File: src/rtl/demux1to2_stream.sv
// Registered 1-to-2 stream demultiplexer with manual or alternating steering,
// one holding register per output and per-output delivered-beat counters.
module demux1to2_stream #(
    parameter int unsigned WIDTH   = 1,
    parameter int unsigned COUNT_W = 8
) (
    input  logic               clk,
    input  logic               rst_n,
    input  logic [WIDTH-1:0]   din,
    input  logic               din_valid,
    output logic               din_ready,
    input  logic               sel,
    input  logic               mode,
    output logic [WIDTH-1:0]   y0,
    output logic               y0_valid,
    input  logic               y0_ready,
    output logic [WIDTH-1:0]   y1,
    output logic               y1_valid,
    input  logic               y1_ready,
    output logic [COUNT_W-1:0] cnt0,
    output logic [COUNT_W-1:0] cnt1
);

    logic               rr_q;
    logic               rr_d;
    logic               tgt;
    logic               accept;
    logic               load0;
    logic               load1;
    logic               drain0;
    logic               drain1;
    logic [WIDTH-1:0]   y0_d;
    logic [WIDTH-1:0]   y1_d;
    logic               y0_valid_d;
    logic               y1_valid_d;
    logic [COUNT_W-1:0] cnt0_d;
    logic [COUNT_W-1:0] cnt1_d;

    // Only the currently targeted slot gates the input handshake.
    assign tgt       = mode ? rr_q : sel;
    assign din_ready = tgt ? (!y1_valid || y1_ready) : (!y0_valid || y0_ready);
    assign accept    = din_valid && din_ready;
    assign load0     = accept && !tgt;
    assign load1     = accept && tgt;
    assign drain0    = y0_valid && y0_ready;
    assign drain1    = y1_valid && y1_ready;

    // Next-state: a load wins over a drain on the same slot, keeping it valid.
    always_comb begin
        y0_d       = y0;
        y1_d       = y1;
        y0_valid_d = y0_valid;
        y1_valid_d = y1_valid;
        cnt0_d     = cnt0;
        cnt1_d     = cnt1;
        rr_d       = rr_q;

        if (load0) begin
            y0_d       = din;
            y0_valid_d = 1'b1;
        end else if (drain0) begin
            y0_valid_d = 1'b0;
        end

        if (load1) begin
            y1_d       = din;
            y1_valid_d = 1'b1;
        end else if (drain1) begin
            y1_valid_d = 1'b0;
        end

        if (drain0) cnt0_d = cnt0 + COUNT_W'(1);
        if (drain1) cnt1_d = cnt1 + COUNT_W'(1);
        if (accept && mode) rr_d = !rr_q;
    end

    always_ff @(posedge clk or negedge rst_n) begin
        if (!rst_n) begin
            y0       <= '0;
            y1       <= '0;
            y0_valid <= 1'b0;
            y1_valid <= 1'b0;
            cnt0     <= '0;
            cnt1     <= '0;
            rr_q     <= 1'b0;
        end else begin
            y0       <= y0_d;
            y1       <= y1_d;
            y0_valid <= y0_valid_d;
            y1_valid <= y1_valid_d;
            cnt0     <= cnt0_d;
            cnt1     <= cnt1_d;
            rr_q     <= rr_d;
        end
    end

endmodule

File: config.mk
export PLATFORM = sky130hd
export DESIGN_NAME = demux1to2_stream
export DESIGN_NICKNAME = d
export VERILOG_FILES = /design/src/rtl/demux1to2_stream.sv
export SDC_FILE = /design/constraint.sdc
export NUM_CORES = 1
export LEC_CHECK = 0
export CAP_MARGIN = 20
export CORE_UTILIZATION = 34
export DETAILED_ROUTE_END_ITERATION = 10
export HOLD_SLACK_MARGIN = 0.06
export PLACE_DENSITY = 0.62
export SETUP_SLACK_MARGIN = 0.02
export SYNTH_ARGS = -nofsm -noshare
export SYNTH_HDL_FRONTEND = slang
export SYNTH_SLANG_ARGS = --single-unit
export TNS_END_PERCENT = 20
File: constraint.sdc
create_clock -name clk -period 1.2 [get_ports clk]
set_input_delay 0.24 -clock clk [delete_from_list [all_inputs] [get_ports clk]]
set_output_delay 0.24 -clock clk [all_outputs]
set_load 0.05 [all_outputs]
==> results by group, run 1 <==
Status
  • Violated checks: setup timing
  • Status: complete, but fails checks

Synth
  • Register area share after synthesis: 56.5%
  • Ys flop type: dfrtp_1
  • Synth Cell Area: 931 um2
  • Number of flops mapped to enable cells by yosys: 0
  • Total number of yosys warnings: 0
  • Synth async-reset ratio: 100%
  • Distinct cells, synth: 21
  • Post-Synthesis Cells: 80
  • Post-synth net total: 90
  • Flops & latches, synth: 21
  • Mean Syn Cell Area: 11.6 um2

Pwr
  • Switching power: 1.78 mW
  • Clock power frac: 8.4%
  • Comb power frac: 62.0%
  • LEAKAGE: 0.793 nW
  • Net Sw Frac: 42.2%
  • Power after layout: 4.21 mW
  • Seq pwr share: 29.6%
  • Pwr/cell area: 2400 nW/um2
  • Int Pwr: 2.43 mW
  • Worst vdd ir: 1.62 mV

Global routing
  • Initial antenna violation count: 0
  • Routing usage on met1: 22.1%
  • GR Util met2: 27.6%
  • Most Crowded Layer GR: met2
  • Grt ovf: 0
  • Vias in the first global route: 749
  • GRT Total Usage: 17.3%
  • Global-route wire length before repair: 3530 um
  • Pin count of the biggest net entering global routing: 22
  • Global routing usage on met3: 5.00%

Layout
  • Layout net count: 142
  • Antenna Diode Count: 0
  • Area Overhead vs Synth: 88.8%
  • Core Util, Final: 69.7%
  • Share of layout cells above drive strength 1: 55.0%
  • Final std cells w/o fill: 161

Clocking
  • Latest clock arrival within the worst-skew pair: 0.31 ns
  • CTS tree: done
  • Root buf cell: clkbuf_4
  • Hold buffers post-CTS: 0
  • Number of buffers created by CTS: 3
  • CTS max path bufs: 2
  • H-tree Lvls: 1
  • # clock sinks: 21
  • Clock Pin Slew Worst Setup and Hold Paths: 0.13 ns

Routing
  • DRT Wirelength: 2250 um
  • Via/cell ratio: 4.91
  • Post-route ant nets: 0
  • Residual DRC: 0
  • Post-DR wirelength/cell: 14.0 um
  • Iteration-0 DRC Markers: 13
  • Initial DRT Pass Iterations: 4
  • Detailed-route via count: 790

Floorplan
  • Die width: 54.3 um
  • DIE HEIGHT: 54.3 um
  • Initial Utilization: 36.9%
  • Cell Rows: 18
  • Io pins: 29
  • Total core area: 2520 um2
  • Die Area: 2950 um2

STA
  • Setup TNS: -1.08 ns
  • Clk_skew: 0.0102 ns
  • Pins Over Slew Limit: 0
  • Crit path time final: 1.58 ns
  • Final Hold Fails: 0
  • Fmax: 633 MHz
  • Post-route clock period utilization: 132%
  • Final setup margin: -0.380 ns
  • RSZ-0062 raised after global routing: true
  • Max-Slew Margin vs Limit: 84.6%
  • # setup viols final: 13
  • Worst-Margin Slew: 0.229 ns

Setup path
  • CP required: 0.96 ns
  • CP arrival: 1.34 ns
  • Delay-heaviest family, CP: flip-flops
  • Worst stage delay on the critical path: 0.45 ns
  • Slowest-stage cell, CP: dfrtp_1
  • Worst Path Max Fanout: 3
  • Most used cell, CP: nor2_4
  • Critical path class: flip-flop to output pin
  • Startpoint types: flip-flop
  • CP endpoint kind: output pin
  • Worst Path Buf+Inv: 1
  • Critical path cell sequence: mux2_4, nor2_4, nor2_4, buf_12

Worst hold path
  • Min-delay worst type: input port to asynchronous set/reset pin

Place
  • Post-DP HPWL: 1630 um
  • Port Buffers: 28
  • Routability cong.: 0.713
  • Pre-CTS WS: -0.547 ns
  • Placed Cells: 152

Job
  • Max-cap violations: 0
-- cells in the mapped netlist (2+ instances only) --
master   instances  share of area (%)
nand2_1         12                4.8
nand3_1          4                2.2
xnor2_1          6                5.6
mux2_4           2                3.2
ha_1             2                2.7
nor3_1           4                2.2
dfrtp_1         21                 56
nor2_1           6                2.4
mux2_2           2                2.4
nand4_1          3                2.0
xor2_1           8                7.5
-- power by group through the flow --
stage / Clock (mW) / Combinational [mW] / Sequential [mW]
2_1_floorplan: 0 / 0.382 / 1.89
3_3_place_gp: 0 / 2.35 / 1.22
3_5_place_dp: 0 / 2.39 / 1.24
4_1_cts: 0.355 / 2.56 / 1.24
5_1_grt: 0.383 / 2.73 / 1.28
6_report: 0.353 / 2.61 / 1.25
-- per-stage QoR --
step | instance area, um2 | hold slack [ns]
global route | 1760 | 0.257
floorplan | 956 | -0.0556
finish | 1760 | 0.258
CTS | 1730 | 0.266
global placement | 1600 | 0.514
detailed placement | 1600 | 0.515
-- cell type report --
| cell class | instances | area [um2] |
|---|---|---|
| clock buffer | 3 | 22.5 |
| clock inverter | 1 | 5.00 |
| fill | 194 | 764 |
| multi-input combinational | 59 | 475 |
| sequential | 21 | 539 |
| tap | 30 | 37.5 |
| timing repair buffer | 47 | 678 |
-- placed cells by master (no fill, tap or decap), drive strengths merged --
| cell type | synthesis | final |
|---|---|---|
| buf | 0 | 40 |
| dfrtp | 21 | 21 |
| nand2 | 12 | 12 |
| xor2 | 8 | 8 |
| xnor2 | 6 | 6 |
| clkdlybuf4s50 | 0 | 6 |
| nor2 | 6 | 6 |
| mux2 | 5 | 5 |
| nand3 | 5 | 5 |
| nor3 | 4 | 4 |
| nand4 | 3 | 3 |
| clkbuf | 0 | 3 |
| ha | 2 | 2 |
| nand2b | 1 | 1 |
| mux2i | 1 | 1 |
| or2b | 1 | 1 |
| and2 | 1 | 1 |
| nor4 | 1 | 1 |
| a31oi | 1 | 1 |
| a41oi | 1 | 1 |
| and3 | 1 | 1 |
| clkinv | 0 | 1 |
| dlygate4sd2 | 0 | 1 |
-- path summary, 6_finish.rpt --
kind                       startpoint        end  slack, ns  cells past startpoint
max                              rr_q  din_ready      -0.38                      4
min                             rst_n    cnt0[3]       0.26                      2
max reg2reg                      rr_q         y0      -0.21                      5
min reg2reg                   cnt1[6]    cnt1[6]       0.53                      1
max in group asynchronous       rst_n   y1_valid       0.78                      2
min in group clk              cnt1[6]    cnt1[6]       0.53                      1
-- kinds of logic (layout without fill, tap and decap cells) --
family / count (synthesis) / after routing / share of synthesized area (%)
adder cells (fa/ha/maj): 2 / 2 / 2.69
XOR/XNOR: 14 / 14 / 13.2
buffers and inverters: 0 / 51 / 0
AND/OR/NAND/NOR: 35 / 35 / 18.1
multiplexers: 6 / 6 / 7.93
flip-flops: 21 / 21 / 56.5
AO/OA/AOI/OAI: 2 / 2 / 1.61
-- flip-flops by register name, summed over array words and instances (netlist names) --
signal and cells:
cnt0 8, cnt1 8, rr_q 1, y0 1, y0_valid 1, y1 1
y1_valid 1
-- repair_timing --
| action | CTS | global route |
|---|---|---|
| resized for setup | 19 | 8 |
| pin swaps | 1 | 1 |
| buffers inserted | 4 | 1 |
| setup endpoints to repair | 19 | 29 |
-- per-layer routing --
metal / share of wire, % / wire (um)
met4: 0.49 / 11
met2: 51 / 1150
met1: 45 / 1020
met5: 0 / 0
met3: 3.0 / 68
Power figures use the tool's default switching activity.
==> run 2: changes to the inputs <==
- CORE_MARGIN: unset -> 3
==> run 2 against run 1 <==
The flow still finishes with violations (setup timing). Worst setup slack better by 0.017 ns. Critical path depth is the same. Die area rose by 15%. Sequential share of layout area grew 0.12 points. Non-clock buffer count up 2. Final cell count grew 1.2%. Critical endpoint unchanged.
==> results by group, run 2 (same netlist as run 1, synthesis figures left out) <==
Status
  • Status: complete, but fails checks
  • Violated checks: setup timing

Routing
  • Initial DRT Pass Iterations: 4
  • Post-route ant nets: 0
  • Metal3 WL: 67 um
  • Iteration-0 DRC Markers: 9
  • DRT Wirelength: 2200 um
  • Top layer in use: met4
  • Post-DR wirelength/cell: 13.5 um
  • Metal-1 WL: 929 um
  • WL met2: 1170 um
  • Detailed-route via count: 771
  • Residual DRC: 0
  • Via/cell ratio: 4.73

Clocking
  • CTS tree: done
  • Clock Pin Slew Worst Setup and Hold Paths: 0.12 ns
  • Hold buffers post-CTS: 0
  • # clock sinks: 21
  • Latest clock arrival within the worst-skew pair: 0.30 ns
  • Root buf cell: clkbuf_4
  • H-tree Lvls: 1
  • CTS max path bufs: 2
  • Number of buffers created by CTS: 3

STA
  • Crit path time final: 1.56 ns
  • Max-Slew Margin vs Limit: 85.1%
  • RSZ-0062 raised after global routing: true
  • Fmax: 640 MHz
  • Post-route clock period utilization: 130%
  • Pins Over Slew Limit: 0
  • Final Hold Fails: 0
  • Fin Hold WS: 0.258 ns
  • Clk_skew: 0.00396 ns
  • Final setup margin: -0.363 ns
  • # setup viols final: 9
  • Worst-Margin Slew: 0.220 ns

Layout
  • Share of layout cells above drive strength 1: 56.4%
  • Antenna Diode Count: 0
  • Design Area, Final: 1760 um2
  • Most frequent cells in the layout: 22 x buf_12, 12 x dfrtp_2, 12 x buf_4
  • Number of fill cells in the layout: 196
  • Area Overhead vs Synth: 88.6%
  • Commonest non-fill, non-tap cell in the layout: buf_12
  • Layout net count: 144
  • Regs by FF count: cnt0 x8, cnt1 x8

Pwr
  • Int Pwr: 2.39 mW
  • Seq pwr share: 30.6%
  • Worst vdd ir: 2.05 mV
  • Comb power frac: 61.3%
  • Net Sw Frac: 42.1%
  • Power after layout: 4.13 mW
  • Clock power frac: 8.1%
  • LEAKAGE: 0.794 nW
  • Switching power: 1.74 mW
  • Pwr/cell area: 2350 nW/um2

Floorplan
  • DIE HEIGHT: 58.3 um
  • Total core area: 2540 um2
  • Cell Rows: 18
  • Initial Utilization: 36.6%
  • Io pins: 29
  • Die Area: 3400 um2
  • Die width: 58.3 um

Place
  • Port Buffers: 28
  • Routability cong.: 0.794
  • Post-DP HPWL: 1650 um
  • Pre-CTS WS: -0.545 ns
  • Post-DP Area: 1610 um2

Global routing
  • Grt ovf: 0
  • Vias in the first global route: 847
  • Pin count of the biggest net entering global routing: 22
  • Initial antenna violation count: 0
  • Global-route wire length before repair: 3770 um
  • GRT Total Usage: 14.4%

Setup path
  • Worst stage delay on the critical path: 0.43 ns
  • CP required: 0.96 ns
  • CP endpoint kind: output pin
  • Slowest-stage cell, CP: dfrtp_1
  • CP arrival: 1.32 ns
  • Critical path class: flip-flop to output pin
  • Critical path cell sequence: mux2_4, nor2_4, nor2_4, buf_12
  • Startpoint types: flip-flop
  • Worst Path Max Fanout: 3
  • Most used cell, CP: nor2_4

Worst hold path
  • Min-delay worst type: input port to asynchronous set/reset pin

Job
  • Max-cap violations: 0
-- run 2: worst max-delay path, delay by kind of cell, from the launching register on --
family / cells / cell delay [ns]
buffers and inverters: 1 / 0.14
flip-flops: 1 / 0.43
multiplexers: 1 / 0.29
AND/OR/NAND/NOR: 2 / 0.15
-- run 2: path summary, 6_finish.rpt --
path,start,end,slack [ns],cells after the start
setup / recovery,rr_q,din_ready,-0.36,4
hold / removal,rst_n,cnt1[4],0.26,2
setup reg to reg,rr_q,y1,-0.25,5
hold reg to reg,cnt0[7],cnt0[7],0.53,1
max in group asynchronous,rst_n,cnt1[0],0.79,2
min in group clk,y1_ready,cnt1[2],0.50,3
-- run 2: area by class of cell --
cell class | instances | area (um2) | share of cell area (%)
timing repair buffer | 49 | 688 | 39.2
tap | 30 | 37.5 | 2.14
sequential | 21 | 541 | 30.8
multi-input combinational | 59 | 462 | 26.3
clock buffer | 3 | 22.5 | 1.28
clock inverter | 1 | 5.00 | 0.285
-- run 2: stage by stage --
stage / std cells / util [%] / setup TNS, ns
3_3_place_gp: 153 / 63.2 / -3.66
5_1_grt: 163 / 69.0 / -1.93
6_report: 163 / 69.0 / -1.11
2_1_floorplan: 80 / - / -1.12
3_5_place_dp: 153 / 63.2 / -4.26
4_1_cts: 160 / 67.3 / -1.02
-- run 2: per-layer routing --
layer / track usage (%) / up-vias
met5: 0 / -
met4: 3.97 / 0
met3: 4.39 / 2
met2: 24.2 / 15
met1: 17.7 / 371
li1: - / 383
-- run 2: timing repair --
item                       in CTS  in global routing
setup endpoints to repair      15                 31
setup buffers                   3                  3
gates cloned                    0                  0
pin swaps                       0                  3
gates resized for setup        18                  7
-- run 2: power by group through the flow --
stage | combinational [mW] | sequential, mW | clock, mW
global route | 2.64 | 1.30 | 0.392
finish | 2.53 | 1.26 | 0.335
detailed placement | 2.37 | 1.25 | 0
global placement | 2.34 | 1.23 | 0
CTS | 2.49 | 1.26 | 0.351
floorplan | 0.382 | 1.89 | 0
==> run 3: changes to the inputs <==
- clock period: 1.2 -> 1.7 ns (I/O delays scaled with it)
==> run 3 against run 2 <==
The run now ends clean. Global-route usage fell by 2.3 points. Sequential share of layout area rose by 8.6 points. Non-clock buffer count fell by 10. Worst hold slack improved by 0.11 ns. First-iteration DRC count fell by 78%.
==> results by group, run 3 (same netlist as run 1, synthesis figures left out) <==
STA
  • Fmax: 597 MHz
  • RSZ-0062 raised after global routing: true
  • Final Hold Fails: 0
  • Max-Slew Margin vs Limit: 79.0%
  • Final setup margin: 0.0257 ns
  • # setup viols final: 0
  • Fin Hold WS: 0.369 ns
  • Crit path time final: 1.67 ns
  • Post-route clock period utilization: 98.5%
  • Setup TNS: 0 ns
  • Pins Over Slew Limit: 0
  • Clk_skew: 0.00183 ns
  • Worst-Margin Slew: 0.313 ns

Layout
  • Regs by FF count: cnt0 x8, cnt1 x8
  • Antenna Diode Count: 0
  • Number of fill cells in the layout: 242
  • Share of layout cells above drive strength 1: 35.8%
  • Core Util, Final: 52.4%
  • Area Overhead vs Synth: 43.3%
  • Final std cells w/o fill: 153
  • Commonest non-fill, non-tap cell in the layout: buf_4
  • Most frequent cells in the layout: 31 x buf_4, 21 x dfrtp_1, 12 x nand2_1
  • Layout net count: 134
  • Sequential Area: 526 um2
  • Design Area, Final: 1330 um2
  • Multi-input gate area: 423 um2

Floorplan
  • Initial Utilization: 36.6%
  • Die Area: 3400 um2
  • Die width: 58.3 um
  • Io pins: 29
  • DIE HEIGHT: 58.3 um
  • Cell Rows: 18
  • Total core area: 2540 um2

Job
  • Max-cap violations: 0

Setup path
  • Startpoint types: input port
  • Reg2reg setup slack: 0.34 ns
  • Critical path class: input port to output pin
  • Worst stage delay on the critical path: 0.41 ns
  • CP arrival: 1.33 ns
  • Worst Path Buf+Inv: 2
  • Worst Path Max Fanout: 2
  • Delay-heaviest family, CP: buffers and inverters
  • Reg2Reg Depth: 5
  • Slowest-stage cell, CP: clkdlybuf4s50_1
  • CP endpoint kind: output pin
  • R2R Path End: y0
  • CP required: 1.36 ns
  • FF-to-FF Start: rr_q
  • Critical path cell sequence: clkdlybuf4s50_1, mux2_4, nor2_4, nor2_2, buf_12

Routing
  • Post-route ant nets: 0
  • Detailed-route via count: 731
  • DRT Wirelength: 1820 um
  • Residual DRC: 0
  • Post-DR wirelength/cell: 11.9 um
  • Iteration-0 DRC Markers: 2
  • Initial DRT Pass Iterations: 2
  • Via/cell ratio: 4.78

Clocking
  • Number of buffers created by CTS: 3
  • Latest clock arrival within the worst-skew pair: 0.29 ns
  • CTS max path bufs: 2
  • Clock Pin Slew Worst Setup and Hold Paths: 0.12 ns
  • H-tree Lvls: 1
  • Hold buffers post-CTS: 0
  • Root buf cell: clkbuf_4
  • CTS tree: done
  • # clock sinks: 21

Global routing
  • GRT Total Usage: 12.0%
  • Pin count of the biggest net entering global routing: 22
  • Global-route wire length before repair: 3160 um
  • Grt ovf: 0
  • Initial antenna violation count: 0
  • Vias in the first global route: 727

Worst hold path
  • Min-delay worst type: input port to asynchronous set/reset pin

Place
  • Pre-CTS WS: -0.159 ns
  • Post-DP HPWL: 1400 um
  • Port Buffers: 28
  • Routability cong.: 0.713
  • Post-DP Area: 1280 um2
  • Placed Cells: 147

Pwr
  • Clock power frac: 10.5%
  • Int Pwr: 1.15 mW
  • Net Sw Frac: 48.2%
  • Switching power: 1.07 mW
  • Worst vdd ir: 0.893 mV
  • Comb power frac: 52.0%
  • Power after layout: 2.22 mW
  • LEAKAGE: 0.671 nW
  • Seq pwr share: 37.5%
  • Pwr/cell area: 1660 nW/um2

Status
  • Status: finished clean
## run 3: repair_timing
action,4_1_cts,5_1_grt
endpoints found under the setup margin,1,1
pin swaps,1,0
gates resized for setup,3,2
buffers inserted,0,2
## run 3: worst max-delay path by stage
stage | from | end | slack (ns) | depth (start not counted)
finish | sel | din_ready | 0.03 | 5
global route | rr_q | din_ready | -0.03 | 4
CTS | sel | din_ready | 0.03 | 5
detailed placement | mode | din_ready | -0.16 | 5
global placement | mode | din_ready | -0.15 | 5
floorplan | y1_valid | din_ready | 0.04 | 3
## run 3: layout make-up
type                    count  area share (%)
clock inverters             1           0.375
multi-input cells          59            31.7
repair buffers             39            24.0
flip-flops and latches     21            39.4
clock buffers               3            1.69
well taps                  30            2.81
## run 3: power groups by stage
stage	clock network [mW]	logic, mW	registers (mW)
CTS	0.247	1.14	0.834
global placement	0	1.13	0.837
finish	0.233	1.15	0.831
detailed placement	0	1.14	0.842
global route	0.276	1.23	0.866
floorplan	0	0.261	1.32
## run 3: metal layers
| layer | track usage, % | vias up | routed length [um] |
|---|---|---|---|
| met5 | 0 | - | 0 |
| met4 | 5.96 | 0 | 23 |
| met3 | 2.19 | 2 | 63 |
| met2 | 19.1 | 15 | 910 |
| met1 | 15.8 | 352 | 826 |
| li1 | - | 362 | - |
